**src/rtl/alu_share_arbiter.sv**
```systemverilog
// alu_share_arbiter: round-robin sharing of one combinational ALU among NUM_REQ
// requesters. One operation in flight. Operands and result are registered.
// Ports: clk, rst_n (sync, active-low); req_valid/req_ready/req_op1/req_op2/req_ctrl
//   (request channel, packed per requester); rsp_valid/rsp_ready/rsp_result/rsp_zero
//   (response channel); alu_integer1/alu_integer2/alu_ctrl/alu_result/alu_zero (ALU);
//   busy, grant_id, grant_count (status).
// Optional macro ALU_ARB_STATS_EN builds saturating per-requester accept counters.
module alu_share_arbiter #(
    parameter int NUM_REQ = 2,
    parameter int DATA_W  = 32
) (
    input  logic                      clk,
    input  logic                      rst_n,
    input  logic [NUM_REQ-1:0]        req_valid,
    output logic [NUM_REQ-1:0]        req_ready,
    input  logic [NUM_REQ*DATA_W-1:0] req_op1,
    input  logic [NUM_REQ*DATA_W-1:0] req_op2,
    input  logic [NUM_REQ*4-1:0]      req_ctrl,
    output logic [NUM_REQ-1:0]        rsp_valid,
    input  logic [NUM_REQ-1:0]        rsp_ready,
    output logic [DATA_W-1:0]         rsp_result,
    output logic                      rsp_zero,
    output logic [DATA_W-1:0]         alu_integer1,
    output logic [DATA_W-1:0]         alu_integer2,
    output logic [3:0]                alu_ctrl,
    input  logic [DATA_W-1:0]         alu_result,
    input  logic                      alu_zero,
    output logic                      busy,
    output logic [$clog2(NUM_REQ)-1:0] grant_id,
    output logic [NUM_REQ*16-1:0]     grant_count
);

    localparam int IDW = $clog2(NUM_REQ);

    typedef enum logic [1:0] {
        IDLE,
        EXEC,
        RESP
    } state_t;

    state_t state;
    state_t state_next;

    logic [IDW-1:0]    rr_ptr;
    logic [IDW-1:0]    grant_q;
    logic [IDW-1:0]    winner;
    logic [IDW:0]      idx;
    logic              found;
    logic              handshake;
    logic              accept;
    logic [DATA_W-1:0] op1_q;
    logic [DATA_W-1:0] op2_q;
    logic [3:0]        ctrl_q;
    logic [DATA_W-1:0] res_q;
    logic              zero_q;

    // Round-robin search starting at rr_ptr, wrapping without a modulo.
    always_comb begin
        found  = 1'b0;
        winner = '0;
        idx    = '0;
        for (int k = 0; k < NUM_REQ; k++) begin
            idx = {1'b0, rr_ptr} + (IDW+1)'(k);
            if (idx >= (IDW+1)'(NUM_REQ)) begin
                idx = idx - (IDW+1)'(NUM_REQ);
            end
            if (!found && req_valid[idx[IDW-1:0]]) begin
                found  = 1'b1;
                winner = idx[IDW-1:0];
            end
        end
    end

    // A completing response frees the ALU in the same cycle, so RESP can re-arbitrate.
    assign handshake = (state == RESP) && rsp_ready[grant_q];
    assign accept    = ((state == IDLE) || handshake) && found;

    assign req_ready = accept ? (NUM_REQ'(1) << winner) : '0;
    assign rsp_valid = (state == RESP) ? (NUM_REQ'(1) << grant_q) : '0;

    assign busy       = (state != IDLE);
    assign grant_id   = grant_q;
    assign rsp_result = res_q;
    assign rsp_zero   = zero_q;

    always_comb begin
        state_next = state;
        unique case (state)
            IDLE: begin
                if (found) begin
                    state_next = EXEC;
                end
            end
            EXEC: begin
                state_next = RESP;
            end
            RESP: begin
                if (handshake) begin
                    state_next = found ? EXEC : IDLE;
                end
            end
            default: begin
                state_next = IDLE;
            end
        endcase
    end

    // The ALU sees NO_ALU and zero operands except during the single EXEC cycle.
    always_comb begin
        alu_integer1 = '0;
        alu_integer2 = '0;
        alu_ctrl     = 4'b1111;
        if (state == EXEC) begin
            alu_integer1 = op1_q;
            alu_integer2 = op2_q;
            alu_ctrl     = ctrl_q;
        end
    end

    always_ff @(posedge clk) begin
        if (!rst_n) begin
            state <= IDLE;
        end else begin
            state <= state_next;
        end
    end

    always_ff @(posedge clk) begin
        if (!rst_n) begin
            rr_ptr  <= '0;
            grant_q <= '0;
            op1_q   <= '0;
            op2_q   <= '0;
            ctrl_q  <= 4'b1111;
            res_q   <= '0;
            zero_q  <= 1'b0;
        end else begin
            if (accept) begin
                op1_q   <= req_op1[winner*DATA_W +: DATA_W];
                op2_q   <= req_op2[winner*DATA_W +: DATA_W];
                ctrl_q  <= req_ctrl[winner*4 +: 4];
                grant_q <= winner;
                rr_ptr  <= (winner == IDW'(NUM_REQ-1)) ? '0 : winner + 1'b1;
            end else if (handshake) begin
                grant_q <= '0;
            end
            if (state == EXEC) begin
                res_q  <= alu_result;
                zero_q <= alu_zero;
            end
        end
    end

`ifdef ALU_ARB_STATS_EN
    logic [NUM_REQ-1:0][15:0] cnt_q;

    always_ff @(posedge clk) begin
        if (!rst_n) begin
            cnt_q <= '0;
        end else if (accept && (cnt_q[winner] != 16'hFFFF)) begin
            cnt_q[winner] <= cnt_q[winner] + 16'd1;
        end
    end

    assign grant_count = cnt_q;
`else
    assign grant_count = '0;
`endif

endmodule

```
**config.mk**
```make
export PLATFORM = sky130hd
export DESIGN_NAME = alu_share_arbiter
export DESIGN_NICKNAME = d
export VERILOG_FILES = /design/src/rtl/alu_share_arbiter.sv
export SDC_FILE = /design/constraint.sdc
export NUM_CORES = 1
export LEC_CHECK = 0
export BUFFER_PORTS_ARGS = -buffer_cell sky130_fd_sc_hd__buf_2
export CAP_MARGIN = 5
export CORE_ASPECT_RATIO = 0.7
export CORE_MARGIN = 2
export CORE_UTILIZATION = 40
export CTS_BUF_LIST = sky130_fd_sc_hd__clkbuf_2
export CTS_CLUSTER_SIZE = 28
export DETAILED_ROUTE_END_ITERATION = 10
export PLACE_DENSITY_LB_ADDON = 0.05
export SLEW_MARGIN = 25
export SYNTH_ARGS = -nofsm -noshare
export SYNTH_HDL_FRONTEND = slang
export SYNTH_SLANG_ARGS = --single-unit
```
**constraint.sdc**
```tcl
create_clock -name clk -period 1.35 [get_ports clk]
set_input_delay 0.0675 -clock clk [delete_from_list [all_inputs] [get_ports clk]]
set_output_delay 0.0675 -clock clk [all_outputs]
set_load 0.05 [all_outputs]
```
Word level (Yosys, flattened, before mapping)
Cells that the tools add are included.
- $add $sub $neg: 4
- multiply operators: 0
- div/mod/pow operators: 0
- magnitude comparators: 5
- equality and inequality tests: 4
- shift operators: 5
- muxes and demuxes: 24
- bitwise operators: 0
- reductions and logical operators: 9
- operator list (kind ; count):
    64-bit by 7-bit indexed part select with 32-bit output ; 2
    32-bit 2-to-1 mux ; 2
    1-bit 2-to-1 mux ; 16
    2-bit 2-to-1 mux ; 4
    8-bit by 4-bit indexed part select with 4-bit output ; 1
    1-bit by 2-bit < comparator with 1-bit output, second input constant ; 3
    2-bit case mux with 3 select lines ; 1
    4-bit 2-to-1 mux ; 1
    2-bit != test, second input constant ; 2
    2-bit nonzero test ; 2
    1-bit by 1-bit left shift with 2-bit output, first input constant ; 2
    1-bit logical AND ; 3
    1-bit by 1-bit adder with 2-bit output, second input constant ; 1
    2-bit by 1-bit == test with 1-bit output, second input constant ; 1
    2-bit == test, second input constant ; 1
    1-bit by 2-bit >= comparator with 1-bit output, second input constant ; 1
    2-bit >= comparator, second input constant ; 1
    2-bit logical NOT ; 1
    2-bit AND reduction ; 1
    1-bit subtractor, second input constant ; 2
    1-bit adder, second input constant ; 1
    1-bit logical NOT ; 1
    1-bit logical OR ; 1
- register bits after elaboration: 105
- bits in latches: 0
- bits in writable memories: 0
- bits in read-only memories: 0
- output and inout port bits: 139
- logic and storage cells: 59
- memories kept: 0

Depth between registers and ports, before layout
- word-level depth: 11
- depth in mapped cells: 6
- depth with buffers taken out: 4

Least setup slack after synthesis
No wires, ideal clock.
- path kind: reg2reg
- start point: reg grant_q (netlist: grant_id)
- end point: reg rr_ptr
- library setup time: 0.142 ns
- data arrival time: 1.953 ns
- data required time: 1.208 ns
- setup slack: -0.744 ns
- cell stages (with the launch flop): 6
- path buffers: 1
- cell sequence: dfxtp_1 -> mux2i_1 -> a211oi_2 -> buf_6 -> and2b_1 -> nor3b_1
- cells in the longest elaborated chain, start to end: 5
- ends and longest elaborated chain (element ; line ; text):
    from (decl) ; 45 ; logic [IDW-1:0] grant_q;
    from (signal assigned) ; 142 ; grant_q <= winner;
    1-bit 2-to-1 mux (not written as such) (2 in a row) ; 75 ; assign handshake = (state == RESP) && rsp_ready[grant_q];
    1-bit logical AND ; 75 ;
    1-bit logical OR ; 76 ; assign accept = ((state == IDLE) || handshake) && found;
    1-bit logical AND ; 76 ;
    to (signal assigned) ; 143 ; rr_ptr <= (winner == IDW'(NUM_REQ-1)) ? '0 : winner + 1'b1;
    to (decl) ; 44 ; logic [IDW-1:0] rr_ptr;
Every way passes these cells. The select of a mux whose other input is x is not followed.
A chain may end at the register's enable or synchronous reset.

Worst setup path after layout
- start point: reg grant_q (netlist: grant_id)
- end point: out req_ready[1]
- cells in the longest elaborated chain, start to end: 6
- ends and longest elaborated chain (element ; line ; text):
    1-bit 2-to-1 mux (not written as such) (2 in a row) ; 75 ;
    1-bit logical AND ; 75 ;
    1-bit logical OR ; 76 ;
    1-bit logical AND ; 76 ;
    2-bit 2-to-1 mux ; 78 ; assign req_ready = accept ? (NUM_REQ'(1) << winner) : '0;
    to (decl) ; 15 ; output logic [NUM_REQ-1:0] req_ready,
Every way passes these cells. The select of a mux whose other input is x is not followed.

==> key figures <==
Timing
  – Setup TNS: -58.63 ns
  – Min setup slack post-route: -0.599 ns
  – Final hold violations: 1
  – Final Max Tran Viols: 0
  – Fmax: 513 MHz
  – Hold slack: -0.0830 ns
  – Setup violators final: 161
  – RSZ-0062 raised after global routing: yes
  – Final worst-path cycle share: 144%
  – Final min period: 1.95 ns
  – Layout Skew: 0.0495 ns

Yosys
  – Top-area cell type share of the netlist area: 41.9%
  – Adder-cell share of the synthesized area: 0%
  – Synthesis warning total: 0
  – Number of flops mapped to enable cells by yosys: 0
  – Register area share after synthesis: 41.9%
  – Post-synthesis mux area share: 13.8%
  – Main combinational cell family by area after synthesis: compound AO/OA/AOI/OAI gates
  – Post-synthesis cell type with the largest combined area: dfxtp_1
  – Post-Synthesis Cells: 580
  – Synth area leaders: dfxtp_1, mux2i_1, and2_1, a21oi_1, o21ai_0
  – Primary FF master, synth: dfxtp_1
  – Post-synthesis compound-gate area fraction: 18.9%
  – FF+latch count, synth: 105
  – Synthesized area: 5010 um^2
  – Yosys cell types: 26
  – Synth Area per Inst: 8.64 um^2
  – Simple-gate share of the synthesized area: 15.8%
  – Asr flop ratio synth: 0%
  – Xor-xnor portion of the synthesized cell area: 0%

Global routing
  – Met2 Use GR: 52.1%
  – Met3 Usage GRT: 8.24%
  – Total track usage: 29.3%
  – First-pass GRT wire length: 30500 um
  – Busiest grt layer: met2
  – Met1 usage: 31.1%
  – Pin count of the biggest net entering global routing: 49
  – GR Overflow Total: 0
  – Vias in the first global route: 6211
  – Antenna violations before repair: 1

Placed design
  – DP Wirelength: 10500 um
  – GP Congestion: 0.747
  – Input/output buffers: 281

Drt
  – TritonRoute pass-1 iters: 5
  – ANT nets after route: 0
  – Average wire per standard cell: 19.1 um
  – Via Count: 6309
  – Number of remaining DRC errors: 0
  – Post-Route WL: 23500 um
  – DR iter-0 viols: 314
  – Vias/cell: 5.14

Floorplan
  – Starting Density: 40.6%
  – Die height: 97.6 um
  – Ports: 314
  – Die width: 138 um
  – Area of the core: 12300 um^2
  – FP Rows: 34
  – Die Area: 13500 um^2

Power
  – Gate power share: 44.6%
  – Power share of the sequential group: 39.4%
  – Worst VDD drop: 0.481 mV
  – Switching Share: 36.3%
  – P_leak: 5.05 nW
  – Tot Pwr: 9.17 mW
  – P per Cell Area: 875 nW/um^2
  – Clock power frac: 16.1%
  – Net Sw Power: 3.33 mW
  – Cell internal pwr: 5.84 mW

Setup path
  – Crit path DAT: 1.88 ns
  – Critical Path RT: 1.28 ns
  – Slowest CP cell: dfxtp_4
  – Critical path type: flip-flop to output port
  – Worst Path Max Fanout: 4
  – Type of origin of the critical path: flip-flop
  – Largest stage delay, worst path: 0.41 ns
  – Cell chain of the critical path: mux2i_2 > a211oi_4 > buf_6 > and2b_4 > buf_8
  – Crit. End Element: output port
  – Top Family by Delay on Critical Path: flip-flops
  – Buf/Inv on CP: 2

Clock tree
  – Latest clock arrival within the worst-skew pair: 0.59 ns
  – Hold Buf Count CTS: 171
  – TritonCTS sink count: 105
  – Clk Tree Root Cell: clkbuf_2
  – Clk slew on worst S/H paths: 0.26 ns
  – Total CTS buffers: 9
  – CTS max path bufs: 2
  – TritonCTS clock tree: built
  – CTS H-tree depth: 3

Run status
  – Violated checks: negative hold slack, negative setup slack
  – Status: finished, violations left

Cells and area
  – Syn-to-layout area delta: 109%
  – Fraction of layout cells with a size suffix above 1: 45.2%
  – Multi-input gate area: 2940 um^2
  – Nets: 1235
  – Layout fillers: 620
  – Register area: 2120 um^2

Min path
  – Min-delay worst type: input pin to flip-flop

Job
  – Max cap viols: 0
power by group through the flow:
stage	sequential (mW)	combinational [mW]	clock (mW)
3_5_place_dp	3.61	2.48	0
6_report	3.61	4.09	1.47
3_3_place_gp	3.60	2.44	0
5_1_grt	3.64	4.27	1.60
4_1_cts	3.57	3.39	1.52
2_1_floorplan	3.80	1.56	0
cell usage in the layout, fill, tap and decap left out, drive strengths merged, types with 4 or more instances in the layout:
cell         count
dfxtp          105
a31oi            4
nand2           67
nor3b            5
nand2b           5
dlygate4sd3    171
conb            32
a21boi          33
buf            317
and2            67
mux2i           69
clkbuf          41
a21oi           65
nor2b            4
o21ai           65
per-stage QoR:
| step | cells | utilization, % | hold slack, ns | setup WS (ns) | cell area (um^2) |
|---|---|---|---|---|---|
| final | 1227 | 85.0 | -0.0830 | -0.599 | 10500 |
| after global routing | 1227 | 85.0 | -0.131 | -0.701 | 10500 |
| after CTS | 1203 | 77.6 | -0.158 | -0.611 | 9570 |
| after detailed placement | 1002 | 54.9 | 0.325 | -0.170 | 6770 |
| after global placement | 1002 | 54.9 | 0.318 | -0.164 | 6770 |
| after floorplan | 611 | - | 0.212 | -0.182 | 5220 |
cell type report:
cell class	count	area share, %
Multi-Input combinational cell	423	28.1
Clock buffer	10	0.477
Clock inverter	5	0.537
Tap cell	162	1.93
Sequential cell	105	20.2
Antenna cell	1	0.0239
Timing Repair Buffer	520	48.7
Inverter	1	0.0358
cell usage after synthesis (2+ instances only):
cell type / count
nor2b_1: 4
and2_1: 67
a21boi_0: 33
buf_6: 3
nor3b_1: 5
nand2b_1: 5
clkbuf_1: 30
o21ai_0: 55
o21ai_1: 10
dfxtp_1: 105
a31oi_1: 4
buf_4: 34
nor2_1: 2
nand2_1: 67
a21oi_1: 65
buf_2: 13
mux2i_1: 69
cells by family after synthesis:
family,count (synthesis)
AOI/OAI and AO/OA,169
and+or+nand+nor,153
DFF,105
buffers and inverters,83
muxes,69
other,1
per-layer routing:
metal  routed length, um  up-vias
met1                8340     2978
met2               12100      364
met3                1850      100
met4                1160        0
li1                    -     2867
met5                   0        -
worst min-delay path: stages:
cell and delay (ns):
buf_2 0.09, mux2i_2 0.10, a21oi_1 0.16, nor2b_1 0.06
sequential cells by signal (all words and copies together) (netlist names):
name and flops:
ctrl_q 4, rr_ptr 1, op2_q 32, op1_q 32, rsp_result 32, grant_id 1
rsp_zero 1, state 2
final timing paths:
kind / startpoint / endpoint / slack [ns] / cells past startpoint
setup / recovery: grant_id$_SDFFE_PN0P_ / req_ready[1] / -0.60 / 5
hold / removal: rsp_ready[0] / state[1]$_SDFFE_PN0P_ / -0.08 / 4
setup reg to reg: grant_id$_SDFFE_PN0P_ / op2_q[14]$_SDFFE_PN0P_ / -0.45 / 8
hold reg to reg: rsp_result[9]$_SDFFE_PN0N_ / rsp_result[9]$_SDFFE_PN0N_ / 0.47 / 2
timing repair:
action | CTS | global route
cloned | 7 | 13
endpoints found under the setup margin | 156 | 203
hold endpoints to repair | 105 | 1
resized for setup | 254 | 202
pin swaps | 12 | 69
setup buffers | 9 | 13
Power figures use the tool's default switching activity.
